<file path="src/rtl/scan_event_counter.sv">
// rtl/scan_event_counter.sv - debounced button event counter with multiplexed 7-segment scan
module scan_event_counter #(
    parameter int DIGITS    = 2,
    parameter int BASE      = 10,
    parameter int DB_CYCLES = 1,
    parameter int SCAN_DIV  = 4,
    parameter int LZB       = 0
) (
    input  logic                  CLK,
    input  logic                  RST,
    input  logic                  BTNC,
    input  logic                  DIR,
    input  logic                  EN,
    input  logic                  CLR,
    output logic [6:0]            SWG,
    output logic [DIGITS-1:0]     AN,
    output logic                  LED0,
    output logic [4*DIGITS-1:0]   VALUE
);

    localparam int DBW = $clog2(DB_CYCLES + 1);
    localparam int SDW = $clog2(SCAN_DIV + 1);
    localparam int IXW = $clog2(DIGITS + 1);

    localparam logic [DBW-1:0]    DB_LAST  = DBW'(DB_CYCLES - 1);
    localparam logic [SDW-1:0]    SD_LAST  = SDW'(SCAN_DIV - 1);
    localparam logic [IXW-1:0]    IX_LAST  = IXW'(DIGITS - 1);
    localparam logic [3:0]        DIG_MAX  = 4'(BASE - 1);
    localparam logic [DIGITS-1:0] AN_RESET = ~(DIGITS'(1));
    localparam logic [6:0]        SEG_ZERO = 7'b1000000;
    localparam logic [6:0]        SEG_OFF  = 7'h7F;

    // Hex digit to active-low {g,f,e,d,c,b,a}.
    function automatic logic [6:0] seg7(input logic [3:0] d);
        logic [6:0] s;
        case (d)
            4'h0: s = 7'b1000000;
            4'h1: s = 7'b1111001;
            4'h2: s = 7'b0100100;
            4'h3: s = 7'b0110000;
            4'h4: s = 7'b0011001;
            4'h5: s = 7'b0010010;
            4'h6: s = 7'b0000010;
            4'h7: s = 7'b1111000;
            4'h8: s = 7'b0000000;
            4'h9: s = 7'b0010000;
            4'hA: s = 7'b0001000;
            4'hB: s = 7'b0000011;
            4'hC: s = 7'b1000110;
            4'hD: s = 7'b0100001;
            4'hE: s = 7'b0000110;
            default: s = 7'b0001110;
        endcase
        return s;
    endfunction

    logic                s1_q, s1_d, s2_q, s2_d;
    logic                vld1_q, vld1_d, vld2_q, vld2_d;
    logic                armed_q, armed_d;
    logic                db_q, db_d;
    logic [DBW-1:0]      db_cnt_q, db_cnt_d;
    logic                strobe_q, strobe_d;
    logic [4*DIGITS-1:0] value_q, value_d;
    logic                led_q, led_d;
    logic [SDW-1:0]      presc_q, presc_d;
    logic [IXW-1:0]      idx_q, idx_d;
    logic [3:0]          shown_q, shown_d;
    logic                blank_q, blank_d;
    logic                load_q, load_d;
    logic [DIGITS-1:0]   an_q, an_d;
    logic [6:0]          swg_q, swg_d;
    logic [DIGITS-1:0]   upper_zero;

    // Synchroniser, debounce and press strobe; armed blocks a press held through reset.
    always_comb begin
        s1_d     = BTNC;
        s2_d     = s1_q;
        vld1_d   = 1'b1;
        vld2_d   = vld1_q;
        armed_d  = armed_q | (vld2_q & ~s2_q);
        db_d     = db_q;
        db_cnt_d = db_cnt_q;
        strobe_d = 1'b0;
        if (s2_q == db_q) begin
            db_cnt_d = '0;
        end else if (db_cnt_q == DB_LAST) begin
            db_d     = s2_q;
            db_cnt_d = '0;
            strobe_d = s2_q & armed_q;
        end else begin
            db_cnt_d = db_cnt_q + 1'b1;
        end
    end

    // Counter update: clear beats an enabled strobe; ripple carry/borrow across digits.
    always_comb begin
        logic       carry;
        logic [3:0] dig;
        value_d = value_q;
        led_d   = led_q;
        carry   = 1'b1;
        dig     = 4'd0;
        if (CLR) begin
            value_d = '0;
            led_d   = 1'b0;
        end else if (strobe_q && EN) begin
            for (int i = 0; i < DIGITS; i++) begin
                dig = value_q[4*i +: 4];
                if (carry) begin
                    if (!DIR) begin
                        if (dig == DIG_MAX) begin
                            value_d[4*i +: 4] = 4'd0;
                        end else begin
                            value_d[4*i +: 4] = dig + 4'd1;
                            carry = 1'b0;
                        end
                    end else begin
                        if (dig == 4'd0) begin
                            value_d[4*i +: 4] = DIG_MAX;
                        end else begin
                            value_d[4*i +: 4] = dig - 4'd1;
                            carry = 1'b0;
                        end
                    end
                end
            end
            if (carry) begin
                led_d = 1'b1;
            end
        end
    end

    // upper_zero[i] is set when digit i and every digit above it are zero.
    always_comb begin
        logic acc;
        acc        = 1'b1;
        upper_zero = '0;
        for (int i = DIGITS - 1; i >= 0; i--) begin
            acc           = acc & (value_q[4*i +: 4] == 4'd0);
            upper_zero[i] = acc;
        end
    end

    // Scan prescaler and digit index; the new digit is captured, then shown next cycle.
    always_comb begin
        presc_d = presc_q + 1'b1;
        idx_d   = idx_q;
        shown_d = shown_q;
        blank_d = blank_q;
        load_d  = 1'b0;
        an_d    = an_q;
        swg_d   = swg_q;
        if (presc_q == SD_LAST) begin
            presc_d = '0;
            idx_d   = (idx_q == IX_LAST) ? '0 : idx_q + 1'b1;
            load_d  = 1'b1;
            for (int i = 0; i < DIGITS; i++) begin
                if (idx_d == IXW'(i)) begin
                    shown_d = value_q[4*i +: 4];
                    blank_d = (LZB != 0) && (i != 0) && upper_zero[i];
                end
            end
        end
        if (load_q) begin
            an_d  = ~(DIGITS'(1) << idx_q);
            swg_d = blank_q ? SEG_OFF : seg7(shown_q);
        end
    end

    // State registers with asynchronous reset.
    always_ff @(posedge CLK or posedge RST) begin
        if (RST) begin
            s1_q     <= 1'b0;
            s2_q     <= 1'b0;
            vld1_q   <= 1'b0;
            vld2_q   <= 1'b0;
            armed_q  <= 1'b0;
            db_q     <= 1'b0;
            db_cnt_q <= '0;
            strobe_q <= 1'b0;
            value_q  <= '0;
            led_q    <= 1'b0;
            presc_q  <= '0;
            idx_q    <= '0;
            shown_q  <= 4'd0;
            blank_q  <= 1'b0;
            load_q   <= 1'b0;
            an_q     <= AN_RESET;
            swg_q    <= SEG_ZERO;
        end else begin
            s1_q     <= s1_d;
            s2_q     <= s2_d;
            vld1_q   <= vld1_d;
            vld2_q   <= vld2_d;
            armed_q  <= armed_d;
            db_q     <= db_d;
            db_cnt_q <= db_cnt_d;
            strobe_q <= strobe_d;
            value_q  <= value_d;
            led_q    <= led_d;
            presc_q  <= presc_d;
            idx_q    <= idx_d;
            shown_q  <= shown_d;
            blank_q  <= blank_d;
            load_q   <= load_d;
            an_q     <= an_d;
            swg_q    <= swg_d;
        end
    end

    assign SWG   = swg_q;
    assign AN    = an_q;
    assign LED0  = led_q;
    assign VALUE = value_q;

endmodule

</file>
<file path="config.mk">
export PLATFORM = sky130hd
export DESIGN_NAME = scan_event_counter
export DESIGN_NICKNAME = d
export VERILOG_FILES = /design/src/rtl/scan_event_counter.sv
export SDC_FILE = /design/constraint.sdc
export NUM_CORES = 1
export LEC_CHECK = 0
export ABC_AREA = 1
export CAP_MARGIN = 10
export CORE_ASPECT_RATIO = 0.75
export CORE_MARGIN = 2
export CORE_UTILIZATION = 39
export CTS_BUF_LIST = sky130_fd_sc_hd__clkbuf_16
export DETAILED_ROUTE_END_ITERATION = 12
export MAX_ROUTING_LAYER = met4
export PLACE_DENSITY_LB_ADDON = 0.2
export SYNTH_ARGS = -nofsm -noshare
export SYNTH_HDL_FRONTEND = slang
export SYNTH_SLANG_ARGS = --single-unit
</file>
<file path="constraint.sdc">
create_clock -name CLK -period 1.31 [get_ports CLK]
set_input_delay 0.1965 -clock CLK [delete_from_list [all_inputs] [get_ports CLK]]
set_output_delay 0.1965 -clock CLK [all_outputs]
set_load 0.005 [all_outputs]
</file>
# Word level (Yosys, flattened, before mapping)
# Memories as Yosys holds them, arrays and structs flattened.
# Cells that the tools add are included.
totals:
  regBits: 37
  wordCells: 87
  n_memories: 1
  mem_bits_ro: 112
  output_inout_bits: 18
classes:
  shifts: 1
  eq_ne: 6
  addsub: 7
  n_mux: 35
  reduce_logical: 12
  bitwise: 7
memory_table:
  columns: ["memory", "depth", "word_bits", "read_ports", "rd_ports_with_merged_regs", "wr", "line_no", "source"]
  rows:
  - ["(no name shown)", 16, 7, 1, 0, 0, "36", "case (d)"]
op_table:
  columns: ["operator", "count"]
  rows:
  - ["$mux W4", 9]
  - ["$mux W1", 21]
  - ["$mux W8", 2]
  - ["$add A4 B1 Y4 const B", 2]
  - ["$eq A4 B4 Y1 const B", 2]
  - ["$logic_not A4 Y1", 2]
  - ["$reduce_and A2 Y1", 4]
  - ["$reduce_bool A2 Y1", 4]
  - ["$sub A4 B1 Y4 const B", 2]
  - ["$mux W7", 1]
  - ["$eq A2 B1 Y1 const B", 2]
  - ["$add A3 B1 Y3 const B", 1]
  - ["$eq A3 B2 Y1 const B", 1]
  - ["$mux W3", 1]
  - ["$not A1 Y1", 3]
  - ["$add A2 B1 Y2 const B", 1]
  - ["$and A1 B1 Y1", 2]
  - ["$logic_not A2 Y1", 1]
  - ["$mux W2", 1]
  - ["$not A2 Y2", 1]
  - ["$shl A1 B2 Y2 const A", 1]
  - ["$add A1 B1 Y1 const B", 1]
  - ["$eq A1 B1 Y1", 1]
  - ["$logic_and A1 B1 Y1", 1]
  - ["$or A1 B1 Y1", 1]

# Depth between registers and ports, before layout
logic_depth:
  ltp_word: 11
  mapped_depth: 10
  mapped_depth_nobuf: 10

# Least setup slack after synthesis
# OpenSTA, ideal clock, no wires.
synth_timing:
  path_kind: "register to register"
  from: "reg value_q[1] (netlist: VALUE[1])"
  to: "reg value_q[5] (netlist: VALUE[5])"
  setup_time_ns: 0.121
  required_time_ns: 1.189
  path_slack_ns: -0.037
  path_buffers: 0
  t_arrival_ns: 1.226
  path_stages_with_launch: 11
  path_cell_list: "dfrtp_1 -> inv_1 -> ha_1 -> nand2_2 -> nor2_2 -> nand2_1 -> nand2_2 -> nand2_2 -> nand2_2 -> nand2_1 -> o21ai_2"
synth_via:
  elab_chain_cells: 7
  elab_cells_between_ends: 9
synth_rtl:
  columns: ["item", "line_no", "source"]
  rows:
  - ["from (decl)", "63", "logic [4*DIGITS-1:0] value_q, value_d;"]
  - ["from (signal assigned)", "199", "value_q <= value_d;"]
  - ["$eq A4 B4 Y1 / $logic_not A4 Y1 (equally long branches)", null, null]
  - ["$mux W1, on equally long branches", "111, 118", null]
  - ["$mux W1 (*)", "110", "if (!DIR) begin"]
  - ["$mux W1 (*)", "106", "end else if (strobe_q && EN) begin"]
  - ["$mux W1 (*)", "103", "if (CLR) begin"]
  - ["$reduce_bool A2 Y1 (no line) (*)", null, null]
  - ["$reduce_and A2 Y1 (no line) (*)", null, null]
# Mark *: on every way between the ends. The rest lies on a longest branch, timed or not. The select of a mux whose other input is x is not followed.
# A chain may end at the register's enable or synchronous reset.

# Worst setup path after layout
layout_timing:
  from: "reg value_q[0] (netlist: VALUE[0])"
  to: "reg value_q[1] (netlist: VALUE[1])"
layout_via:
  elab_chain_cells: 5
  elab_cells_between_ends: 9
layout_rtl:
  columns: ["item", "line_no", "source"]
  rows:
  - ["$add A4 B1 Y4, or another cell as far along", "114", "value_d[4*i +: 4] = dig + 4'd1;"]
  - ["$mux W4, on equally long branches", "111, 118", null]
  - ["$mux W4 (*)", "110", null]
  - ["$mux W8 (*)", "106", null]
  - ["$mux W8 (*)", "103", null]
# Marks and branches as above.

==> summary.txt <==
Run status
  – Status: finished, violations left
  – Violated checks: negative setup slack

Timing
  – Post-route worst setup slack: -73.0 ps
  – Final setup fails: 7
  – Final Hold Viols: 0
  – Minimum clock period after layout: 1380 ps
  – Skew final: 3.96 ps
  – Tcrit/Tclk final: 1.06
  – Setup TNS: -286 ps
  – Unrepaired setup endpoints after global routing: true
  – Fmax: 723 MHz
  – Fin. max-slew vios: 0

Floorplan
  – Die height: 65.4 microns
  – Ports: 24
  – Row Count: 22
  – Die width: 85.9 microns
  – Die area: ~5600 sq um
  – Starting density of the core: 0.403
  – Core area: a little under 5000 sq um

Critical path
  – Worst Path Required: 1500 ps
  – WP data arrival: between 1500 and 2000 ps
  – Reg-to-reg startpoint: VALUE[0]$_DFFE_PP0P_
  – Critical path class: reg -> reg
  – Most frequent CP cell: nand2_2
  – Max incr delay on CP: 410 ps
  – Crit. End Element: flop
  – CP startpoint: VALUE[0]$_DFFE_PP0P_
  – WP buf/inv: 2
  – Slowest stage cell, crit path: dfrtp_2
  – CP Max Fanout: 4
  – FF-to-FF setup slack: -70 ps
  – Crit path cell chain: buf_6 -> ha_4 -> nand2_2 -> nor2_2 -> nand2_2 -> nand2_4 -> buf_4 -> o31ai_1
  – CP Launch Type: flop
  – Top Family by Delay on Critical Path: flip-flops

Cells and area
  – Design area: 2850 sq um
  – Antenna cell count: 0
  – Final-stage net count: 329
  – Synth-to-Final Area Change: 45.3%
  – Share of layout cells above drive strength 1: 0.285

Clock tree
  – Cts hold-fix bufs: 0
  – Clock transition at path regs: 60 ps
  – Clk sinks: 35
  – CTS Buf Count: 5
  – CTS Buffer Depth: 2
  – CTS H-Tree Depth: 2
  – Clk root buf: clkbuf_16
  – CTS tree: built
  – Clock latency on the worst-skew pair: 280 ps

Global routing
  – Final global-route overflow total: 0
  – First-pass GRT wire length: 7.60 mm
  – Tot GR Track Use: 0.177
  – Largest net degree at the start of global routing: 36
  – Vias in the first global route: roughly 1,700
  – Initial antenna violation count: 0

Logic synthesis
  – Synthesized instance count: 239
  – Synth Area per Inst: between 8 and 9 sq um
  – Yosys reg bits: 35
  – YS warnings: 0
  – Syn nets: 260
  – Seq/Total Area, Yosys: 0.447
  – Post-synthesis cell type count: 30
  – Syn Std Cell Area: 1960 sq um

Place
  – Post-placement cell area: about 2500 sq um
  – Routability cong.: 0.917
  – I/O Buffers: 23
  – Hpwl dp: 3.15 mm
  – Post-Place Setup Slack: -163 ps

Detailed routing
  – DRT iter0 DRCs: between 100 and 150
  – Final wirelength: ~4.5 mm
  – Residual DRC: 0
  – ANT nets after route: 0
  – Via count: 1,768
  – Routed length per instance: 12.2 microns
  – Initial DRT Pass Iterations: 4
  – DR vias/cell: approximately 4.8

Power
  – Worst IR Drop VDD: 0.000549 V
  – Total leakage power: 1.45 nW
  – Pwr dens: 1160 nW/um^2

Run
  – Max-Cap Viols: 0

Worst hold path
  – Hold Path Class: in -> async
-- worst min-delay path: stages --
cell	delay, ps
clkdlybuf4s50_1	390
inv_1	90
buf_12	220
-- metal layers --
| metal | share of wire | global-route usage | wire [microns] | vias up |
|---|---|---|---|---|
| met4 | 0.012 | 0.0556 | 55 | 0 |
| met1 | 0.53 | 0.246 | 2360 | 812 |
| met5 | 0 | - | 0 | - |
| met3 | 0.045 | 0.0389 | 203 | 7 |
| met2 | 0.42 | 0.258 | 1860 | 34 |
| li1 | - | - | - | 915 |
-- cell usage in the layout (no fill, tap or decap), types with 2 or more instances in the layout --
cell type	netlist	routed
ha_4	0	3
nand2_4	0	3
dfrtp_1	33	30
buf_6	2	4
ha_1	15	11
nand3_1	18	16
o21ai_1	3	5
dfrtp_2	0	3
nand2_1	54	52
buf_4	0	39
inv_1	28	25
dfstp_2	2	2
nor2_1	20	18
o211ai_1	7	7
dlygate4sd2_1	0	18
nand2_2	7	6
nor3_1	2	2
inv_2	4	5
o21ai_0	15	13
clkbuf_16	0	5
nand4_1	2	2
a31oi_1	4	4
nor2_2	3	5
xor2_1	2	2
a21oi_1	5	4
o31ai_1	2	2
clkdlybuf4s50_1	0	5
-- state kept, by name (all words and copies together) (netlist names) --
signal,count
idx_q,2
strobe_q,1
vld1_q,1
db_q,1
s1_q,1
load_q,1
LED0,1
shown_q,4
presc_q,3
armed_q,1
SWG,7
AN,2
s2_q,1
vld2_q,1
VALUE,8
-- metrics by stage --
| step | utilization | hold WS, ps | std cells | power, mW |
|---|---|---|---|---|
| after global placement | 0.506 | 332 | 346 | 1.90 |
| after floorplan | - | 228 | 239 | 1.59 |
| after detailed placement | 0.506 | 338 | 346 | 1.90 |
| after CTS | 0.575 | 268 | 366 | 3.33 |
| final | 0.586 | 258 | 369 | 3.32 |
| after global routing | 0.586 | 289 | 369 | 3.50 |
-- area by class of cell --
| type | instances | area, sq um |
|---|---|---|
| Inverter | 32 | 130 |
| Fill cell | 451 | 2020 |
| Clock inverter | 3 | 43.8 |
| Sequential cell | 35 | 882 |
| Tap cell | 60 | 75.1 |
| Clock buffer | 5 | 125 |
| Timing Repair Buffer | 67 | 566 |
| Multi-Input combinational cell | 167 | 1030 |
-- kinds of logic after synthesis --
logic type               count (synthesis)  synth area share
AND/OR/NAND/NOR                        109             0.244
AO/OA/AOI/OAI                           40             0.122
buffers and inverters                   37            0.0797
flip-flops                              35             0.447
adder cells (fa/ha/maj)                 15            0.0956
XOR/XNOR                                 2           0.00892
other                                    1           0.00191
-- power breakdown --
part           switching [mW]  total, mW  internal (mW)
logic                   0.390      0.761          0.371
registers              0.0505       1.21           1.16
clock network           0.459       1.35          0.896
-- Yosys cell counts --
library cell | count | area [sq um]
a21oi_1 | 5 | 25.0
a21oi_2 | 1 | 8.76
a31oi_1 | 4 | 25.0
a41oi_1 | 1 | 8.76
and2_1 | 1 | 6.26
buf_2 | 2 | 10.0
buf_6 | 2 | 22.5
clkbuf_1 | 1 | 3.75
conb_1 | 1 | 3.75
dfrtp_1 | 33 | 826
dfstp_2 | 2 | 52.6
ha_1 | 15 | 188
inv_1 | 28 | 105
inv_2 | 4 | 15.0
nand2_1 | 54 | 203
nand2_2 | 7 | 43.8
nand3_1 | 18 | 90.1
nand3b_1 | 1 | 7.51
nand4_1 | 2 | 12.5
nand4_2 | 1 | 12.5
nor2_1 | 20 | 75.1
nor2_2 | 3 | 18.8
nor3_1 | 2 | 10.0
o211ai_1 | 7 | 52.6
o21ai_0 | 15 | 75.1
o21ai_1 | 3 | 15.0
o21ai_2 | 1 | 8.76
o22ai_1 | 1 | 6.26
o31ai_1 | 2 | 15.0
xor2_1 | 2 | 17.5
-- path summary, 6_finish.rpt --
path,endpoint,cells after the start
setup / recovery,VALUE[1]$_DFFE_PP0P_,8
hold / removal,SWG[1]$_DFFE_PP0P_,3
setup reg to reg,VALUE[1]$_DFFE_PP0P_,8
hold reg to reg,s2_q$_DFF_PP0_,0
max in group asynchronous,AN[1]$_DFFE_PP1P_,3
min in group CLK,s2_q$_DFF_PP0_,0
-- repair_timing --
item,in CTS,in global routing
pin swaps,12,6
buffers inserted,12,3
endpoints found under the setup margin,24,17
resized for setup,43,8
(Power assumes the default switching activity.)
